## src/rtl/motor_drive.sv

```systemverilog
// Dual H-bridge back end: synchronizes the controller's direction/enable words and drives
// two L298-style channels with shared-counter PWM, soft-start ramp and reversal dead-time.
module motor_drive #(
  parameter int unsigned PWM_BITS  = 8,
  parameter int unsigned DEADTIME  = 16,
  parameter int unsigned RAMP_STEP = 8,
  parameter int unsigned RAMP_DIV  = 4
) (
  input  logic                clk,
  input  logic                rst_n,
  input  logic [3:0]          motorIn,
  input  logic [1:0]          motorEn,
  input  logic [PWM_BITS-1:0] duty,
  output logic [1:0]          in_a,
  output logic [1:0]          in_b,
  output logic                en_a,
  output logic                en_b,
  output logic [1:0]          settling
);

  localparam int unsigned DeadW = (DEADTIME > 1) ? $clog2(DEADTIME) : 1;
  localparam int unsigned DivW  = (RAMP_DIV > 1) ? $clog2(RAMP_DIV) : 1;
  localparam logic [DeadW-1:0]  DeadLast = DeadW'(DEADTIME - 1);
  localparam logic [DivW-1:0]   DivLast  = DivW'(RAMP_DIV - 1);
  localparam logic [PWM_BITS:0] Step     = (PWM_BITS + 1)'(RAMP_STEP);

  typedef enum logic [1:0] {StOff, StRun, StBrake, StDead} state_e;

  // Index 1 is channel A, index 0 is channel B (matches motorEn bit order).
  logic [3:0]          in_meta_q, in_sync_q;
  logic [1:0]          en_meta_q, en_sync_q;
  logic [PWM_BITS-1:0] cnt_q, cnt_d;
  state_e              state_q [2];
  state_e              state_d [2];
  logic [1:0]          dir_q   [2];
  logic [1:0]          dir_d   [2];
  logic [PWM_BITS-1:0] cur_q   [2];
  logic [PWM_BITS-1:0] cur_d   [2];
  logic [DeadW-1:0]    dead_q  [2];
  logic [DeadW-1:0]    dead_d  [2];
  logic [DivW-1:0]     div_q   [2];
  logic [DivW-1:0]     div_d   [2];
  logic [1:0]          pins_q  [2];
  logic [1:0]          pins_d  [2];
  logic [1:0]          dir_s   [2];
  logic [PWM_BITS:0]   sum     [2];
  logic [1:0]          en_q, en_d, settle_q, settle_d;

  assign dir_s[1] = in_sync_q[3:2];
  assign dir_s[0] = in_sync_q[1:0];
  // One bit wider than the duty so the ramp add can never wrap.
  assign sum[1]   = {1'b0, cur_q[1]} + Step;
  assign sum[0]   = {1'b0, cur_q[0]} + Step;
  assign cnt_d    = cnt_q + PWM_BITS'(1);

  // Two-flop synchronizer for the controller's direction and enable words
  always_ff @(posedge clk or negedge rst_n) begin
    if (!rst_n) begin
      in_meta_q <= '0;
      in_sync_q <= '0;
      en_meta_q <= '0;
      en_sync_q <= '0;
    end else begin
      in_meta_q <= motorIn;
      in_sync_q <= in_meta_q;
      en_meta_q <= motorEn;
      en_sync_q <= en_meta_q;
    end
  end

  // Per-channel next state, ramp, dead-time count and next (registered) pin values
  always_comb begin
    for (int c = 0; c < 2; c++) begin
      state_d[c]  = state_q[c];
      dir_d[c]    = dir_q[c];
      dead_d[c]   = '0;
      cur_d[c]    = '0;
      div_d[c]    = '0;
      pins_d[c]   = 2'b00;
      en_d[c]     = 1'b0;
      settle_d[c] = 1'b0;

      if (!en_sync_q[c]) begin
        state_d[c] = StOff;
      end else begin
        case (state_q[c])
          StOff: begin
            if (^dir_s[c]) begin
              state_d[c] = StRun;
              dir_d[c]   = dir_s[c];
            end else begin
              state_d[c] = StBrake;
            end
          end
          StRun: begin
            if (!(^dir_s[c])) begin
              state_d[c] = StBrake;
            end else if (dir_s[c] != dir_q[c]) begin
              state_d[c] = StDead;
              dir_d[c]   = dir_s[c];
            end
          end
          StBrake: begin
            if (^dir_s[c]) begin
              state_d[c] = StDead;
              dir_d[c]   = dir_s[c];
            end
          end
          StDead: begin
            // A new direction while settling restarts the wait (dead_d stays 0).
            if (dir_s[c] != dir_q[c]) begin
              dir_d[c] = dir_s[c];
            end else if (dead_q[c] == DeadLast) begin
              state_d[c] = (^dir_s[c]) ? StRun : StBrake;
            end
          end
          default: state_d[c] = StOff;
        endcase
      end

      if (state_d[c] == StDead && state_q[c] == StDead && dir_s[c] == dir_q[c]) begin
        dead_d[c] = dead_q[c] + DeadW'(1);
      end

      // Ramp only while staying in RUN; any entry into RUN starts from zero duty.
      if (state_d[c] == StRun && state_q[c] == StRun) begin
        div_d[c] = (div_q[c] == DivLast) ? '0 : div_q[c] + DivW'(1);
        cur_d[c] = cur_q[c];
        if (duty < cur_q[c]) begin
          cur_d[c] = duty;
        end else if (div_q[c] == DivLast) begin
          cur_d[c] = (sum[c] > {1'b0, duty}) ? duty : sum[c][PWM_BITS-1:0];
        end
      end

      case (state_d[c])
        StRun: begin
          pins_d[c] = dir_d[c];
          en_d[c]   = (cnt_d < cur_d[c]);
        end
        StBrake: begin
          pins_d[c] = 2'b11;
          en_d[c]   = 1'b1;
        end
        StDead:  settle_d[c] = 1'b1;
        default: ;
      endcase
    end
  end

  // Channel state, PWM counter and output registers
  always_ff @(posedge clk or negedge rst_n) begin
    if (!rst_n) begin
      cnt_q    <= '0;
      en_q     <= '0;
      settle_q <= '0;
      for (int c = 0; c < 2; c++) begin
        state_q[c] <= StOff;
        dir_q[c]   <= 2'b00;
        cur_q[c]   <= '0;
        dead_q[c]  <= '0;
        div_q[c]   <= '0;
        pins_q[c]  <= 2'b00;
      end
    end else begin
      cnt_q    <= cnt_d;
      en_q     <= en_d;
      settle_q <= settle_d;
      for (int c = 0; c < 2; c++) begin
        state_q[c] <= state_d[c];
        dir_q[c]   <= dir_d[c];
        cur_q[c]   <= cur_d[c];
        dead_q[c]  <= dead_d[c];
        div_q[c]   <= div_d[c];
        pins_q[c]  <= pins_d[c];
      end
    end
  end

  assign in_a     = pins_q[1];
  assign in_b     = pins_q[0];
  assign en_a     = en_q[1];
  assign en_b     = en_q[0];
  assign settling = settle_q;

endmodule

```

## config.mk

```make
export PLATFORM = sky130hd
export DESIGN_NAME = motor_drive
export DESIGN_NICKNAME = d
export VERILOG_FILES = /design/src/rtl/motor_drive.sv
export SDC_FILE = /design/constraint.sdc
export NUM_CORES = 1
export LEC_CHECK = 0
export CELL_PAD_IN_SITES_DETAIL_PLACEMENT = 0
export CELL_PAD_IN_SITES_GLOBAL_PLACEMENT = 1
export CORE_MARGIN = 5
export CORE_UTILIZATION = 46
export DETAILED_ROUTE_END_ITERATION = 12
export GPL_ROUTABILITY_DRIVEN = 0
export PLACE_DENSITY_LB_ADDON = 0.1
export SYNTH_ARGS = -nofsm -noshare
export SYNTH_HDL_FRONTEND = slang
export SYNTH_SLANG_ARGS = --single-unit
```

## constraint.sdc

```tcl
create_clock -name clk -period 3.8 [get_ports clk]
set_clock_uncertainty 0.1 [all_clocks]
set_input_delay 0.76 -clock clk [delete_from_list [all_inputs] [get_ports clk]]
set_output_delay 0.76 -clock clk [all_outputs]
set_load 0.05 [all_outputs]
```

==> results.yml, run 1 <==
yosys:
  synthFlopType: "dfrtp_1"
  synth_mux_area_share_pct: 0.4772
  synth-compound-area-share_pct: 20.01
  ys_seq_area_share_pct: 38.17
  syn_area_sq_um: 4195
  synth_top_family_by_area: "compound AO/OA/AOI/OAI gates"
  synth_nets: 512
  async_reset_ff_share_pct: 100.0
  yosys_warnings: 0
  yosys.area_share.simple_pct: 14.79
  synth_top_area_share_pct: 38.17
  synth-edff-count: 0
  synth_area_leaders: "dfrtp_1 (38%), ha_1 (18%), inv_1 (3.4%), nand3_1 (3.1%), a21oi_1 (3.0%)"
  synth-xor-area-share_pct: 5.010
  yosysTopAreaCell: "dfrtp_1"
  avgSynthCellArea_sq_um: 9.600
  synth_cell_types: 50
  netlist_instances: 437
  synth_adder_area_share_pct: 17.60
  synth.ff_latch_count: 64
timing:
  final_max_slew_viol_count: 0
  slew_headroom_pct: 59.02
  worst_slack_ns: 0.1544
  tightest_slew_ns: 0.6147
  max_freq_mhz: 274.3
  period_minus_slack_ns: 3.646
  tns_ns: 0
  fin_crit_sh_pct: 95.94
  whs_ns: 0.2491
  rsz0062_at_grt: "true"
  setup_viol: 0
  hold_violations: 0
final_layout:
  drive_gt1_share_pct: 23.86
  nets: 598
  multi_input_comb_area_sq_um: 2643
  syn2layout_area_growth_pct: 27.92
  n_fill_cell: 780
  final_common_cell: "dfrtp_1"
  antenna_cells: 0
  seqCellArea_sq_um: 1603
  final_cell_mix: "dfrtp_1 (63), buf_4 (58), ha_1 (53)"
die:
  core_sq_um: 8806
  rows: 34
  die_y_microns: 105.5
  die_w_microns: 105.5
  dieArea_sq_um: 11130
  io_pins: 24
  start_util_pct: 47.64
routing:
  drc: 0
  routedWlPerCell_microns: 15.77
  routed_via_density: 5.505
  drtIter0Drc: 124
  postRouteAntennaNets: 0
  firstDrtPassIters: 4
  via_count: 3501
  routed_wirelength_microns: 10030
place:
  dp_hpwl_microns: 7937
  portBuffers: 23
  post-place-ws_ns: -0.4786
power_and_ir_drop:
  power_leakage_nw: 2.590
  power.density_nw_per_um2: 284.9
  ir_worst_vdd_v: 0.0002416
worst_hold_path:
  hold_depth: 0
  hp-class: "reg2reg"
critical_path:
  crit_required_ns: 3.91
  critPathMaxFanout: 4
  cp.arrival_ns: 3.75
  startpoint_type: "input port"
  criticalPathCategory: "in2reg"
  reg2reg_depth: 16
  worst_setup_path_end_kind: "flop"
flow_run:
  max-cap-violations: 0
clock_tree:
  cts_root_buf: "clkbuf_8"
  clk_latency_ns: 0.33
  clock-sinks: 64
  cts_buffers: 9
  hold_buffers: 0
  htree_num_levels: 3
  cts_buffer_depth: 2
  clkTransAtPathRegs_ns: 0.07
  cts_tree: "done"
run_status:
  status: "complete, no violations"
global_routing:
  first_global_vias: 3392
  grt_pass1_wl_microns: 16590
  grt-ovfl-total: 0
  antenna_found_initial: 0
  grtUsageTotal_pct: 18.46
  grt_max_degree: 39
## metrics by stage
stage / instance area, sq um / instances / utilization (%) / total power (W)
finish: 5366 / 636 / 60.94 / 0.001529
global route: 5366 / 636 / 60.94 / 0.001613
CTS: 5155 / 635 / 58.54 / 0.001535
detailed placement: 4961 / 619 / 56.34 / 0.001034
global placement: 4961 / 619 / 56.34 / 0.001029
floorplan: 4195 / 437 / - / 0.0008935
## layer usage
metal | up-vias | routed length (microns) | GRT usage (%)
met3 | 13 | 332 | 3.178
met1 | 1657 | 4830 | 25.23
met2 | 66 | 4708 | 29.69
li1 | 1765 | - | -
met5 | - | 0 | 0
met4 | 0 | 161 | 6.383
## cell type report
class                      count  share of cell area [%]
tap                          108                   2.518
timing repair buffer          81                   12.64
clock buffer                  12                   2.705
clock inverter                 4                  0.3730
inverter                      38                   2.658
sequential                    64                   29.87
multi-input combinational    329                   49.24
## worst max-delay path, cell delays in order
cell             delay (ns)
clkdlybuf4s50_1        0.48
inv_1                  0.06
buf_4                  0.14
ha_4                   0.26
nand3_2                0.11
o21ba_4                0.24
o21a_4                 0.14
buf_4                  0.13
nor3_1                 0.16
a21oi_1                0.11
o221ai_1               0.25
ha_2                   0.20
a21oi_1                0.06
nor2b_1                0.11
o21ai_1                0.09
a31oi_1                0.22
a2bb2oi_2              0.16
o21ai_2                0.07
## path summary, 6_finish.rpt
| path | end | slack (ns) | start |
|---|---|---|---|
| setup reg to reg | en_q[0] | 0.21 | cur_q[11] |
| hold reg to reg | in_sync_q[0] | 0.25 | in_meta_q[0] |
| max in group asynchronous | dir_q[3] | 2.33 | rst_n |
| min in group asynchronous | dead_q[3] | 0.34 | rst_n |
| setup / recovery | en_q[1] | 0.15 | duty[2] |
| hold / removal | in_sync_q[0] | 0.25 | in_meta_q[0] |
## cell usage after synthesis (3+ instances only)
library cell and count:
a21o_1 3, o221ai_1 4, o21ai_0 19, nand4_1 5, and3_1 7, nor2_1 31, o211ai_1 10, nand3_1 26
dfrtp_1 64, or2_2 4, a211oi_1 10, inv_1 38, o21a_1 9, nor2b_1 5, xor2_1 12, o22ai_1 4
ha_1 59, nand2_1 20, o221a_2 4, o211a_1 5, and2_1 4, nand2b_1 3, clkbuf_1 6, xnor2_1 12
nor3_1 12, a21oi_1 25
## repair_timing
| action | CTS | global route |
|---|---|---|
| endpoints found under the setup margin | 1 | 2 |
| buffers inserted | 0 | 1 |
| resized for setup | 9 | 46 |
| pin swaps | 0 | 14 |
| hold endpoints to repair | 0 | 0 |
## state kept, by name, indices dropped and copies added, names as in the netlist
name,count
cnt_q,8
dead_q,8
in_sync_q,4
en_q,2
settling,2
in_b,2
div_q,4
dir_q,4
in_a,2
state_q,4
cur_q,16
in_meta_q,4
en_sync_q,2
en_meta_q,2
## power breakdown
part | total (W) | internal [W] | switching [W]
logic | 0.000311 | 0.000136 | 0.000175
registers | 0.000728 | 0.000707 | 0.0000215
clock network | 0.000489 | 0.000250 | 0.000239
total | 0.00153 | 0.00109 | 0.000435
## logic make-up after synthesis
group,count (synthesis)
AND/OR/NAND/NOR,125
XOR/XNOR,24
multiplexers,2
flip-flops,64
AO/OA/AOI/OAI,119
buffers and inverters,44
adder cells (fa/ha/maj),59
Note: power is estimated with default switching activity, not from simulation.
==> inputs of run 2 (changes only) <==
--- a/config.mk
+++ b/config.mk
@@ -12,6 +12,7 @@
 export DETAILED_ROUTE_END_ITERATION = 12
 export GPL_ROUTABILITY_DRIVEN = 0
 export PLACE_DENSITY_LB_ADDON = 0.1
+export SKIP_LAST_GASP = 1
 export SYNTH_ARGS = -nofsm -noshare
 export SYNTH_HDL_FRONTEND = slang
 export SYNTH_SLANG_ARGS = --single-unit
==> run 2 against run 1 <==
  * Worst hold slack unchanged
  * Cell count unchanged
  * Utilization down 0.11 points
  * Global-route usage unchanged
  * Design area down 0.19%
  * Die area unchanged
  * Critical path depth unchanged
  * Sequential power about the same
  * Via count about the same
  * Register-to-register slack worse by 0.03 ns
  * Critical endpoint unchanged
  * Largest power group unchanged
  * Highest routed layer unchanged
==> results.yml, run 2 (synthesis gave the netlist of run 1 again) <==
clock_tree:
  cts_buffers: 9
  hold_buffers: 0
  clock-sinks: 64
  clk_latency_ns: 0.33
  cts_root_buf: "clkbuf_8"
  cts_buffer_depth: 2
  cts_tree: "done"
  htree_num_levels: 3
  clkTransAtPathRegs_ns: 0.07
critical_path:
  cp.arrival_ns: 3.75
  reg2reg_depth: 16
  critPathMaxFanout: 4
  rrSetupSlack_ns: 0.18
  timing.rr.end: "en_q[0]"
  startpoint_type: "input port"
  criticalPathCategory: "in2reg"
  worst_setup_path_end_kind: "flop"
  crit_required_ns: 3.91
  rr_startpoint: "cur_q[12]"
timing:
  tightest_slew_ns: 0.6145
  period_minus_slack_ns: 3.644
  slew_headroom_pct: 59.04
  setup_viol: 0
  whs_ns: 0.2491
  hold_violations: 0
  rsz0062_at_grt: "true"
  fin_crit_sh_pct: 95.89
  final_max_slew_viol_count: 0
  tns_ns: 0
  max_freq_mhz: 274.4
die:
  io_pins: 24
  start_util_pct: 47.64
  dieArea_sq_um: 11130
  die_w_microns: 105.5
  core_sq_um: 8806
  die_y_microns: 105.5
  rows: 34
final_layout:
  largest_register_ffs: 16
  final_common_cell: "dfrtp_1"
  syn2layout_area_growth_pct: 27.68
  utilization_pct: 60.83
  nets: 598
  top_register: "cur_q"
  drive_gt1_share_pct: 23.86
  antenna_cells: 0
  final_cell_mix: "dfrtp_1 (63), buf_4 (58), ha_1 (53)"
  reg_top3: "cur_q: 16 flops, cnt_q: 8 flops, dead_q: 8 flops"
global_routing:
  grt_max_degree: 39
  met1_usage_pct: 25.23
  met3_usage_pct: 3.178
  grt_util_met2_pct: 29.69
  grtUsageTotal_pct: 18.46
  first_global_vias: 3392
  grt.busiest_layer: "met2"
  grt-ovfl-total: 0
  grt_pass1_wl_microns: 16590
  antenna_found_initial: 0
routing:
  drtIter0Drc: 123
  firstDrtPassIters: 4
  routed_wirelength_microns: 10020
  routedWlPerCell_microns: 15.75
  via_count: 3498
  drc: 0
  postRouteAntennaNets: 0
  routed_via_density: 5.500
power_and_ir_drop:
  p_seq_share_pct: 47.6
  power.internal_w: 0.001093
  p_sw_w: 0.0004352
  power.density_nw_per_um2: 285.4
  switching_share_pct: 28.47
  p_comb_share_pct: 20.4
  ir_worst_vdd_v: 0.0002416
  clkPwrFrac_pct: 32.0
  power_leakage_nw: 2.590
worst_hold_path:
  whs_endpoint: "in_sync_q[0]"
  hp-start: "in_meta_q[0]"
  hold_depth: 0
  hp-class: "reg2reg"
flow_run:
  max-cap-violations: 0
run_status:
  status: "complete, no violations"
place:
  portBuffers: 23
  dp_hpwl_microns: 7937
==> run 2: worst max path at each step <==
stage	slack, ns	from	end
2_1_floorplan	0.34	duty[3]	en_q[0]
3_3_place_gp	-0.43	duty[1]	en_q[1]
3_5_place_dp	-0.48	duty[6]	en_q[1]
4_1_cts	0.01	duty[3]	en_q[1]
5_1_grt	-0.02	cur_q[12]	en_q[0]
6_report	0.16	duty[2]	en_q[1]
==> run 2: stage by stage <==
stage / area, sq um / total power [W] / setup WS [ns] / std cells
finish: 5356 / 0.001529 / 0.1563 / 636
global route: 5356 / 0.001612 / -0.01767 / 636
CTS: 5155 / 0.001535 / 0.01152 / 635
detailed placement: 4961 / 0.001034 / -0.4786 / 619
global placement: 4961 / 0.001029 / -0.4304 / 619
floorplan: 4195 / 0.0008935 / 0.3447 / 437
==> run 2: cell type report <==
cell class / count / area, sq um
clock buffers: 12 / 145.1
fillers: 782 / 3450
clock inverters: 4 / 20.02
flip-flops and latches: 64 / 1603
multi-input cells: 329 / 2633
inverters: 38 / 142.6
repair buffers: 81 / 678.2
well taps: 108 / 135.1
==> run 2: power by group through the flow <==
stage	combinational, W	clock, W	sequential, W
6_report	0.000311	0.000489	0.000728
5_1_grt	0.000343	0.000538	0.000731
4_1_cts	0.000298	0.000509	0.000728
3_5_place_dp	0.000294	0	0.000740
3_3_place_gp	0.000289	0	0.000740
2_1_floorplan	0.000128	0	0.000765
==> run 2: repair_timing <==
item                                    4_1_cts  5_1_grt
pin swaps                                     0       14
endpoints found under the setup margin        1        2
setup buffers                                 0        1
resized for setup                             9       45
==> run 2: critical path: stages <==
cell             delay [ns]
clkdlybuf4s50_1        0.48
inv_1                  0.06
buf_4                  0.14
ha_4                   0.26
nand3_2                0.11
o21ba_4                0.25
o21a_4                 0.14
buf_4                  0.13
nor3_1                 0.16
a21oi_1                0.11
o221ai_1               0.25
ha_2                   0.20
a21oi_1                0.06
nor2b_1                0.11
o21ai_1                0.09
a31oi_1                0.22
a2bb2oi_2              0.16
o21ai_2                0.07
==> run 2: per-layer routing <==
metal  share of wire [%]  vias to the layer above
met4                 1.6                        0
met2                  47                       63
li1                    -                     1766
met5                   0                        -
met1                  48                     1656
met3                 3.7                       13
==> inputs of run 3 (changes only) <==
--- a/config.mk
+++ b/config.mk
@@ -8,7 +8,7 @@
 export CELL_PAD_IN_SITES_DETAIL_PLACEMENT = 0
 export CELL_PAD_IN_SITES_GLOBAL_PLACEMENT = 1
 export CORE_MARGIN = 5
-export CORE_UTILIZATION = 46
+export CORE_UTILIZATION = 26
 export DETAILED_ROUTE_END_ITERATION = 12
 export GPL_ROUTABILITY_DRIVEN = 0
 export PLACE_DENSITY_LB_ADDON = 0.1
==> run 3 against run 2 <==
  * Worst setup slack worse by 0.0065 ns
  * Sequential cell count is the same
  * Die area up 69%
  * Critical path depth is 1 lower
  * Non-clock buffer count up 18
  * Design area increased by 7.8%
  * Critical path type unchanged
  * Largest power group is now clock
  * Highest routed layer unchanged
==> results.yml, run 3 (synthesis gave the netlist of run 1 again) <==
global_routing:
  grt-ovfl-total: 0
  antenna_found_initial: 0
  grt_pass1_wl_microns: 18380
  grtUsageTotal_pct: 12.72
  grt_max_degree: 47
  first_global_vias: 3565
place:
  dp_hpwl_microns: 9061
  portBuffers: 23
  dp_cells: 741
power_and_ir_drop:
  ir_worst_vdd_v: 0.0002041
  power.density_nw_per_um2: 328.1
  power_leakage_nw: 2.712
critical_path:
  startpoint_type: "input port"
  crit_required_ns: 3.94
  cp.arrival_ns: 3.79
  cp_slowest_stage_delay_ns: 0.51
  worst_setup_path_end_kind: "flop"
  criticalPathCategory: "in2reg"
  crit_top_cell: "ha_1"
  crit_chain: "clkdlybuf4s50_1 > inv_1 > buf_4 > ha_1 > nand2_1 > nor3_2 > o21ai_2 > nor2_2 > a22oi_2 > o221ai_2 > ha_1 > a21oi_1 > nor2b_2 > o21ai_1 > and3_1 > nand3b_1 > o21ai_0"
  critPathMaxFanout: 3
  critPathSlowestCell: "clkdlybuf4s50_1"
final_layout:
  final_common_cell: "buf_4"
  antenna_cells: 0
  top_register: "cur_q"
  nets: 616
  fin_cells: 761
  syn2layout_area_growth_pct: 37.58
  n_fill_cell: 1655
  drive_gt1_share_pct: 26.24
  reg_top3: "cur_q: 16 flops, cnt_q: 8 flops, dead_q: 8 flops"
  final_cell_mix: "buf_4 (75), dfrtp_1 (64), ha_1 (53)"
  largest_register_ffs: 16
flow_run:
  max-cap-violations: 0
clock_tree:
  clock-sinks: 64
  htree_num_levels: 3
  cts_buffers: 9
  cts_root_buf: "clkbuf_16"
  clkTransAtPathRegs_ns: 0.05
  clk_latency_ns: 0.32
  cts_tree: "done"
  hold_buffers: 0
  cts_buffer_depth: 2
routing:
  routed_via_density: 4.604
  firstDrtPassIters: 4
  via_count: 3504
  drc: 0
  routed_wirelength_microns: 11430
  drtIter0Drc: 142
  routedWlPerCell_microns: 15.02
  postRouteAntennaNets: 0
die:
  die_y_microns: 137.0
  io_pins: 24
  die_w_microns: 137.0
  rows: 46
  dieArea_sq_um: 18780
  start_util_pct: 26.41
  core_sq_um: 15890
timing:
  tightest_slew_ns: 0.6109
  hold_violations: 0
  setup_viol: 0
  max_freq_mhz: 274.0
  final_max_slew_viol_count: 0
  tns_ns: 0
  slew_headroom_pct: 59.27
  fin_crit_sh_pct: 96.06
  period_minus_slack_ns: 3.650
  rsz0062_at_grt: "true"
worst_hold_path:
  hp-class: "reg2reg"
run_status:
  status: "complete, no violations"
run 3: cell types whose count changed in the layout (fill, tap and decap cells not counted), moves of 4 or more:
cell,before,now
clkbuf_16,0,9
o21ai_2,7,3
clkdlybuf4s50_1,15,19
o21ai_1,3,7
dlymetal6s2s_1,7,0
clkbuf_8,10,3
buf_4,58,75
run 3: timing repair:
item / CTS / global route
pin swaps: 1 / 17
endpoints found under the setup margin: 2 / 2
gates resized for setup: 13 / 38
buffers inserted: 0 / 5
gates cloned: 0 / 0
run 3: final timing paths:
path | start | endpoint | slack (ns) | cells past startpoint
min reg2reg | in_meta_q[3] | in_sync_q[3] | 0.25 | 0
min in group asynchronous | rst_n | cur_q[12] | 0.27 | 1
max reg2reg | cur_q[11] | en_q[0] | 0.28 | 17
min | in_meta_q[3] | in_sync_q[3] | 0.25 | 0
max in group asynchronous | rst_n | in_a[1] | 2.37 | 2
max | duty[0] | en_q[1] | 0.15 | 17
run 3: through the flow:
stage          hold slack, ns  cell area [sq um]   power, W  setup WS [ns]  util [%]
2_1_floorplan          0.2312               4195  0.0008935         0.3447         -
3_5_place_dp           0.2379               5201   0.001045        -0.5039     32.74
5_1_grt                0.2526               5772   0.001986        -0.1014     36.33
4_1_cts                0.2506               5534   0.001911        0.03440     34.84
3_3_place_gp           0.2317               5201   0.001044        -0.4760     32.74
6_report               0.2473               5772   0.001893         0.1498     36.33
run 3: layout make-up:
class	instances	area [sq um]	area share, %
Sequential cell	64	1602	27.75
Multi-Input combinational cell	329	2655	46.00
Tap cell	216	270.3	4.682
Clock inverter	3	40.04	0.6937
Clock buffer	12	266.5	4.617
Timing Repair Buffer	99	795.8	13.79
Inverter	38	142.6	2.471
run 3: metal layers:
| metal | vias to the layer above | wire, microns | GRT usage [%] |
|---|---|---|---|
| met5 | - | 0 | 0 |
| met4 | 0 | 153 | 3.492 |
| met3 | 12 | 302 | 2.059 |
| met2 | 31 | 5326 | 20.33 |
| met1 | 1667 | 5646 | 17.80 |
| li1 | 1794 | - | - |
run 3: critical path, delay by kind of cell:
kind / cells / cell delay (ns)
and+or+nand+nor: 6 / 0.60
adders and majority gates: 2 / 0.59
buffers and inverters: 3 / 0.74
AOI/OAI and AO/OA: 6 / 1.12
run 3: where the power goes:
part           total, W  switching [W]  internal [W]
clock network  0.000839       0.000284      0.000555
logic          0.000325       0.000182      0.000143
registers      0.000729      0.0000216      0.000708
total           0.00189       0.000488       0.00141
